`config.mk`:
```
export PLATFORM = sky130hd
export DESIGN_NAME = mc_control
export DESIGN_NICKNAME = d
export VERILOG_FILES = /design/src/rtl/mc_ctrl_pkg.sv /design/src/rtl/alu_ctrl_decode.sv /design/src/rtl/mc_control.sv
export SDC_FILE = /design/constraint.sdc
export NUM_CORES = 1
export LEC_CHECK = 0
export CORE_MARGIN = 2
export CORE_UTILIZATION = 33
export CTS_BUF_LIST = sky130_fd_sc_hd__clkbuf_16
export CTS_CLUSTER_DIAMETER = 40
export CTS_CLUSTER_SIZE = 10
export DETAILED_ROUTE_END_ITERATION = 7
export PLACE_DENSITY = 0.83
export SYNTH_ARGS = -nofsm -noshare
export SYNTH_HDL_FRONTEND = slang
export SYNTH_HIERARCHICAL = 1
export SYNTH_SLANG_ARGS = --single-unit
```
`constraint.sdc`:
```
create_clock -name clk -period 2.3 [get_ports clk]
set_clock_uncertainty 0.1 [all_clocks]
set_input_delay 0.46 -clock clk [delete_from_list [all_inputs] [get_ports clk]]
set_output_delay 0.46 -clock clk [all_outputs]
set_load 0.1 [all_outputs]
```
`src/rtl/mc_ctrl_pkg.sv`:
```
// mc_ctrl_pkg: shared definitions for the multi-cycle MIPS main control.
// Holds the FSM state encodings, instruction field constants (opcode and
// funct), the 4-bit ALU control codes, the ALU operation class used by
// alu_ctrl_decode, and the alu_src_b / pc_source select codes.
package mc_ctrl_pkg;

  typedef enum logic [3:0] {
    S_FETCH  = 4'd0,
    S_DECODE = 4'd1,
    S_MEMADR = 4'd2,
    S_MEMRD  = 4'd3,
    S_MEMWB  = 4'd4,
    S_MEMWR  = 4'd5,
    S_EXEC   = 4'd6,
    S_ALUWB  = 4'd7,
    S_BRANCH = 4'd8,
    S_ADDIEX = 4'd9,
    S_ADDIWB = 4'd10,
    S_JUMP   = 4'd11
  } state_t;

  localparam logic [5:0] OP_RTYPE = 6'b000000;
  localparam logic [5:0] OP_LW    = 6'b100011;
  localparam logic [5:0] OP_SW    = 6'b101011;
  localparam logic [5:0] OP_BEQ   = 6'b000100;
  localparam logic [5:0] OP_ADDI  = 6'b001000;
  localparam logic [5:0] OP_J     = 6'b000010;

  localparam logic [5:0] FN_ADD = 6'b100000;
  localparam logic [5:0] FN_SUB = 6'b100010;
  localparam logic [5:0] FN_AND = 6'b100100;
  localparam logic [5:0] FN_OR  = 6'b100101;
  localparam logic [5:0] FN_SLT = 6'b101010;

  localparam logic [3:0] ALU_ADD = 4'b0010;
  localparam logic [3:0] ALU_SUB = 4'b0110;
  localparam logic [3:0] ALU_AND = 4'b0000;
  localparam logic [3:0] ALU_OR  = 4'b0001;
  localparam logic [3:0] ALU_SLT = 4'b0111;

  localparam logic [1:0] SRCB_B      = 2'b00;
  localparam logic [1:0] SRCB_FOUR   = 2'b01;
  localparam logic [1:0] SRCB_IMM    = 2'b10;
  localparam logic [1:0] SRCB_IMM_SH = 2'b11;

  localparam logic [1:0] PCSRC_ALU    = 2'b00;
  localparam logic [1:0] PCSRC_ALUOUT = 2'b01;
  localparam logic [1:0] PCSRC_JUMP   = 2'b10;

  // ALU operation class requested by the main FSM. ALUOP_NONE drives 0000
  // so states that do not use the ALU leave alu_control at zero.
  typedef enum logic [1:0] {
    ALUOP_NONE  = 2'd0,
    ALUOP_ADD   = 2'd1,
    ALUOP_SUB   = 2'd2,
    ALUOP_FUNCT = 2'd3
  } aluop_t;

endpackage

```
`src/rtl/alu_ctrl_decode.sv`:
```
// alu_ctrl_decode: combinational mapping from ALU operation class and the
// instruction funct field to the 4-bit ALU control code.
//   alu_op      in  operation class from the main control
//   funct       in  IR[5:0], only consulted for ALUOP_FUNCT
//   alu_control out ALU control code
//   illegal     out funct not supported (only for ALUOP_FUNCT)
module alu_ctrl_decode
  import mc_ctrl_pkg::*;
(
  input  aluop_t     alu_op,
  input  logic [5:0] funct,
  output logic [3:0] alu_control,
  output logic       illegal
);

  always_comb begin
    alu_control = 4'b0000;
    illegal     = 1'b0;
    case (alu_op)
      ALUOP_ADD: alu_control = ALU_ADD;
      ALUOP_SUB: alu_control = ALU_SUB;
      ALUOP_FUNCT: begin
        case (funct)
          FN_ADD:  alu_control = ALU_ADD;
          FN_SUB:  alu_control = ALU_SUB;
          FN_AND:  alu_control = ALU_AND;
          FN_OR:   alu_control = ALU_OR;
          FN_SLT:  alu_control = ALU_SLT;
          default: begin
            // Unsupported funct still presents a harmless add to the ALU.
            alu_control = ALU_ADD;
            illegal     = 1'b1;
          end
        endcase
      end
      default: alu_control = 4'b0000;
    endcase
  end

endmodule

```
`src/rtl/mc_control.sv`:
```
// mc_control: multi-cycle MIPS main control FSM.
// Sequences fetch/decode/execute/memory/writeback and drives the datapath
// enables, mux selects and alu_control. Only the state register is
// sequential; outputs are Moore decodes of state, except pc_en (uses zero)
// and alu_control in EXEC (uses funct).
//   clk, rst_n          clock, asynchronous active-low reset (-> FETCH)
//   opcode, funct       IR fields, stable from DECODE until next FETCH
//   zero                ALU zero flag, only meaningful in BRANCH
//   pc_en .. alu_control datapath controls
//   illegal_op          one-cycle pulse on unsupported opcode/funct
//   state_dbg           current state encoding
module mc_control
  import mc_ctrl_pkg::*;
#(
  parameter int STATE_W = 4
) (
  input  logic               clk,
  input  logic               rst_n,
  input  logic [5:0]         opcode,
  input  logic [5:0]         funct,
  input  logic               zero,
  output logic               pc_en,
  output logic               pc_write,
  output logic               pc_write_cond,
  output logic               i_or_d,
  output logic               mem_read,
  output logic               mem_write,
  output logic               ir_write,
  output logic               mem_to_reg,
  output logic               reg_dst,
  output logic               reg_write,
  output logic               alu_src_a,
  output logic [1:0]         alu_src_b,
  output logic [1:0]         pc_source,
  output logic [3:0]         alu_control,
  output logic               illegal_op,
  output logic [STATE_W-1:0] state_dbg
);

  state_t state, next_state;
  aluop_t alu_op;
  logic   fn_illegal;

  always_ff @(posedge clk or negedge rst_n) begin
    if (!rst_n) state <= S_FETCH;
    else        state <= next_state;
  end

  alu_ctrl_decode u_alu_dec (
    .alu_op      (alu_op),
    .funct       (funct),
    .alu_control (alu_control),
    .illegal     (fn_illegal)
  );

  always_comb begin
    next_state    = S_FETCH;
    alu_op        = ALUOP_NONE;
    pc_write      = 1'b0;
    pc_write_cond = 1'b0;
    i_or_d        = 1'b0;
    mem_read      = 1'b0;
    mem_write     = 1'b0;
    ir_write      = 1'b0;
    mem_to_reg    = 1'b0;
    reg_dst       = 1'b0;
    reg_write     = 1'b0;
    alu_src_a     = 1'b0;
    alu_src_b     = SRCB_B;
    pc_source     = PCSRC_ALU;
    illegal_op    = 1'b0;
    case (state)
      S_FETCH: begin
        mem_read   = 1'b1;
        ir_write   = 1'b1;
        alu_src_b  = SRCB_FOUR;
        alu_op     = ALUOP_ADD;
        pc_write   = 1'b1;
        next_state = S_DECODE;
      end
      S_DECODE: begin
        // Branch target is precomputed here in case the op is beq.
        alu_src_b = SRCB_IMM_SH;
        alu_op    = ALUOP_ADD;
        case (opcode)
          OP_LW, OP_SW: next_state = S_MEMADR;
          OP_RTYPE:     next_state = S_EXEC;
          OP_BEQ:       next_state = S_BRANCH;
          OP_ADDI:      next_state = S_ADDIEX;
          OP_J:         next_state = S_JUMP;
          default:      illegal_op = 1'b1;
        endcase
      end
      S_MEMADR: begin
        alu_src_a  = 1'b1;
        alu_src_b  = SRCB_IMM;
        alu_op     = ALUOP_ADD;
        next_state = (opcode == OP_SW) ? S_MEMWR : S_MEMRD;
      end
      S_MEMRD: begin
        mem_read   = 1'b1;
        i_or_d     = 1'b1;
        next_state = S_MEMWB;
      end
      S_MEMWB: begin
        reg_write  = 1'b1;
        mem_to_reg = 1'b1;
      end
      S_MEMWR: begin
        mem_write = 1'b1;
        i_or_d    = 1'b1;
      end
      S_EXEC: begin
        alu_src_a  = 1'b1;
        alu_op     = ALUOP_FUNCT;
        illegal_op = fn_illegal;
        // Unsupported funct abandons the instruction without writeback.
        next_state = fn_illegal ? S_FETCH : S_ALUWB;
      end
      S_ALUWB: begin
        reg_write = 1'b1;
        reg_dst   = 1'b1;
      end
      S_BRANCH: begin
        alu_src_a     = 1'b1;
        alu_op        = ALUOP_SUB;
        pc_write_cond = 1'b1;
        pc_source     = PCSRC_ALUOUT;
      end
      S_ADDIEX: begin
        alu_src_a  = 1'b1;
        alu_src_b  = SRCB_IMM;
        alu_op     = ALUOP_ADD;
        next_state = S_ADDIWB;
      end
      S_ADDIWB: reg_write = 1'b1;
      S_JUMP: begin
        pc_write  = 1'b1;
        pc_source = PCSRC_JUMP;
      end
      default: illegal_op = 1'b1;
    endcase
  end

  // pc_write_cond is only set in BRANCH, so zero has no effect elsewhere.
  assign pc_en     = pc_write | (pc_write_cond & zero);
  assign state_dbg = STATE_W'(state);

endmodule

```
==> reports/results.txt <==
Root Buffer: clkbuf_16
Crit-path max cell delay: 0.47 ns
Ys flop type: dfrtp_1
Crit path launch type: register
Layout cells sized above 1: 62.3%
Period utilization: 112%
Initial Util: 34.1%
Clock buffer depth: 2
DRT met1 WL: 1.47 mm
Diode count: 0
CTS hold repair buffers: 0
CP Buf/Inv Count: 1
I/O Buffers: 37
Post-synthesis cell count: 90
Cell Chain, Critical Path: or3_4, a21oi_4, o311a_1, nand3b_1, a21oi_2, a31o_4, buf_12
Grt total ovfl: 0
Die width: 48.3 um
Unique masters post-synth: 40
Detailed-route wire length per cell: 22.4 um
Crit path setup slack, layout: -0.283 ns
Register area share after synthesis: 15.4%
Worst hold-check path type: in -> async
Core Footprint: 1900 um2
Arrival @ worst endpoint: 2.02 ns
Vias per cell: 6.04
Total die area: 2330 um2
Status: finished with violations
Mean post-synth cell area: 7.20 um2
Total Routing Usage GR: 36.2%
Row count: 16
Critical path's top delay family: compound AO/OA/AOI/OAI gates
First-pass DRT Iterations: 4
Vias in the first global route: 1128
Initial antenna violation count: 0
Placer Congestion: 0.923
Crit end category: output pin
I/O pin total: 39
Crit Path Class: reg -> out
Max-slew violations: 0
Clk_lat worst skew: 0.23 ns
Largest net degree at the start of global routing: 22
Fmax: 387 MHz
WL met2: 2.03 mm
Antenna viol nets, final: 0
Max cap viols: 0
Via Count: 1075
H-Tree Level Count: 1
WP data required: 1.74 ns
Synthesized area: 648 um2
Yosys warning total: 6
Placed wire-length estimate: 2.40 mm
Max FO, Critical Path: 3
Die Ht: 48.3 um
CTS clk-pin slew, worst paths: 0.03 ns
Setup TNS after final layout: -1.02 ns
Synth-to-Final Area Change: 170%
Final hold violations: 0
Nets@finish: 168
Number of CTS-inserted buffers: 3
Routed wire length: 3.99 mm
TritonCTS clock tree: yes
Max reg flops: 4
WHS: 0.343 ns
Mapped Nets: 105
R2r setup slk: 0.27 ns
Sink Count: 4
Number of synthesized flops with an enable pin: 0
Slowest CP cell: dfrtp_4
RSZ-0062 raised after global routing: yes
Residual DRC count: 0
Failing checks: setup timing
Setup Viol. Count Final: 4
Period minus WS final: 2.58 ns
#FFs+latches synth: 4
Post-synth ARST share: 100%
Top sig layer: met4
Routed met3 length: 280 um
Drt initial violations: 43
First-pass GRT wire length: 6.29 mm
==> logic make-up (layout without fill, tap and decap cells) <==
| family | Yosys count | after routing | synth area share (%) |
|---|---|---|---|
| multiplexers | 1 | 1 | 1.74 |
| buffers and inverters | 12 | 73 | 10.0 |
| AND/OR/NAND/NOR | 45 | 45 | 41.9 |
| AO/OA/AOI/OAI | 24 | 24 | 26.3 |
| XOR/XNOR | 3 | 3 | 4.05 |
| other | 1 | 1 | 0.579 |
| flip-flops | 4 | 4 | 15.4 |
==> layout by cell type, fill, tap and decap left out, drive strengths merged, types with 2 or more instances in the layout <==
cell           count
xor2               2
dlygate4sd2        5
dfrtp              4
nand2              5
inv                3
nor3               7
clkdlybuf4s50      9
o32ai              2
nand4bb            3
nand3              6
nor2               7
nor4b              2
a21oi              7
o211ai             2
buf               52
o21ai              3
nand2b             5
o22ai              3
clkbuf             3
==> layout make-up <==
| cell class | count | area [um2] |
|---|---|---|
| multi-input cells | 74 | 694 |
| well taps | 27 | 33.8 |
| repair buffers | 66 | 803 |
| inverters | 4 | 28.8 |
| clock buffers | 3 | 75.1 |
| fillers | 64 | 151 |
| flip-flops and latches | 4 | 115 |
==> synthesized netlist by cell type (all sizes together), types with 2 or more instances <==
library cell / n / share of area, %
a21oi: 7 / 5.4
buf: 7 / 6.9
nor2: 7 / 4.1
nor3: 7 / 5.4
nand3: 6 / 4.6
nand2: 5 / 2.9
nand2b: 5 / 4.8
dfrtp: 4 / 15
inv: 4 / 2.3
nand4bb: 3 / 5.2
o21ai: 3 / 2.3
o22ai: 3 / 2.9
nor4b: 2 / 3.7
o211ai: 2 / 2.3
o32ai: 2 / 2.7
xor2: 2 / 2.7
==> stage by stage <==
| stage | utilization, % | area, um2 | cells | worst slack (ns) |
|---|---|---|---|---|
| 2_1_floorplan | - | 872 | 90 | -0.439 |
| 3_3_place_gp | 84.1 | 1600 | 171 | -0.375 |
| 3_5_place_dp | 84.1 | 1600 | 171 | -0.387 |
| 4_1_cts | 90.9 | 1730 | 178 | -0.267 |
| 5_1_grt | 92.0 | 1750 | 178 | -0.348 |
| 6_report | 92.0 | 1750 | 178 | -0.283 |
==> per-layer routing <==
layer,global-route usage [%],up-vias
li1,-,467
met1,39.7,517
met2,65.0,71
met3,6.48,20
met4,21.4,0
met5,0,-
==> what timing repair did <==
action | CTS | global route
cloned | 0 | 0
setup endpoints to repair | 6 | 10
pin swaps | 5 | 3
setup buffers | 4 | 0
resized for setup | 10 | 6
==> worst paths after layout <==
check                               end    startpoint  depth (start not counted)
max                          illegal_op  state_dbg[2]                          7
min                        state_dbg[1]         rst_n                          1
max reg2reg                state_dbg[1]  state_dbg[2]                          6
min reg2reg                state_dbg[3]  state_dbg[2]                          2
max in group asynchronous  state_dbg[0]         rst_n                          1
min in group clk           state_dbg[3]  state_dbg[2]                          2
Power is not shown: default switching activity piles up to over one toggle a cycle in this logic, so the estimate is an artifact.
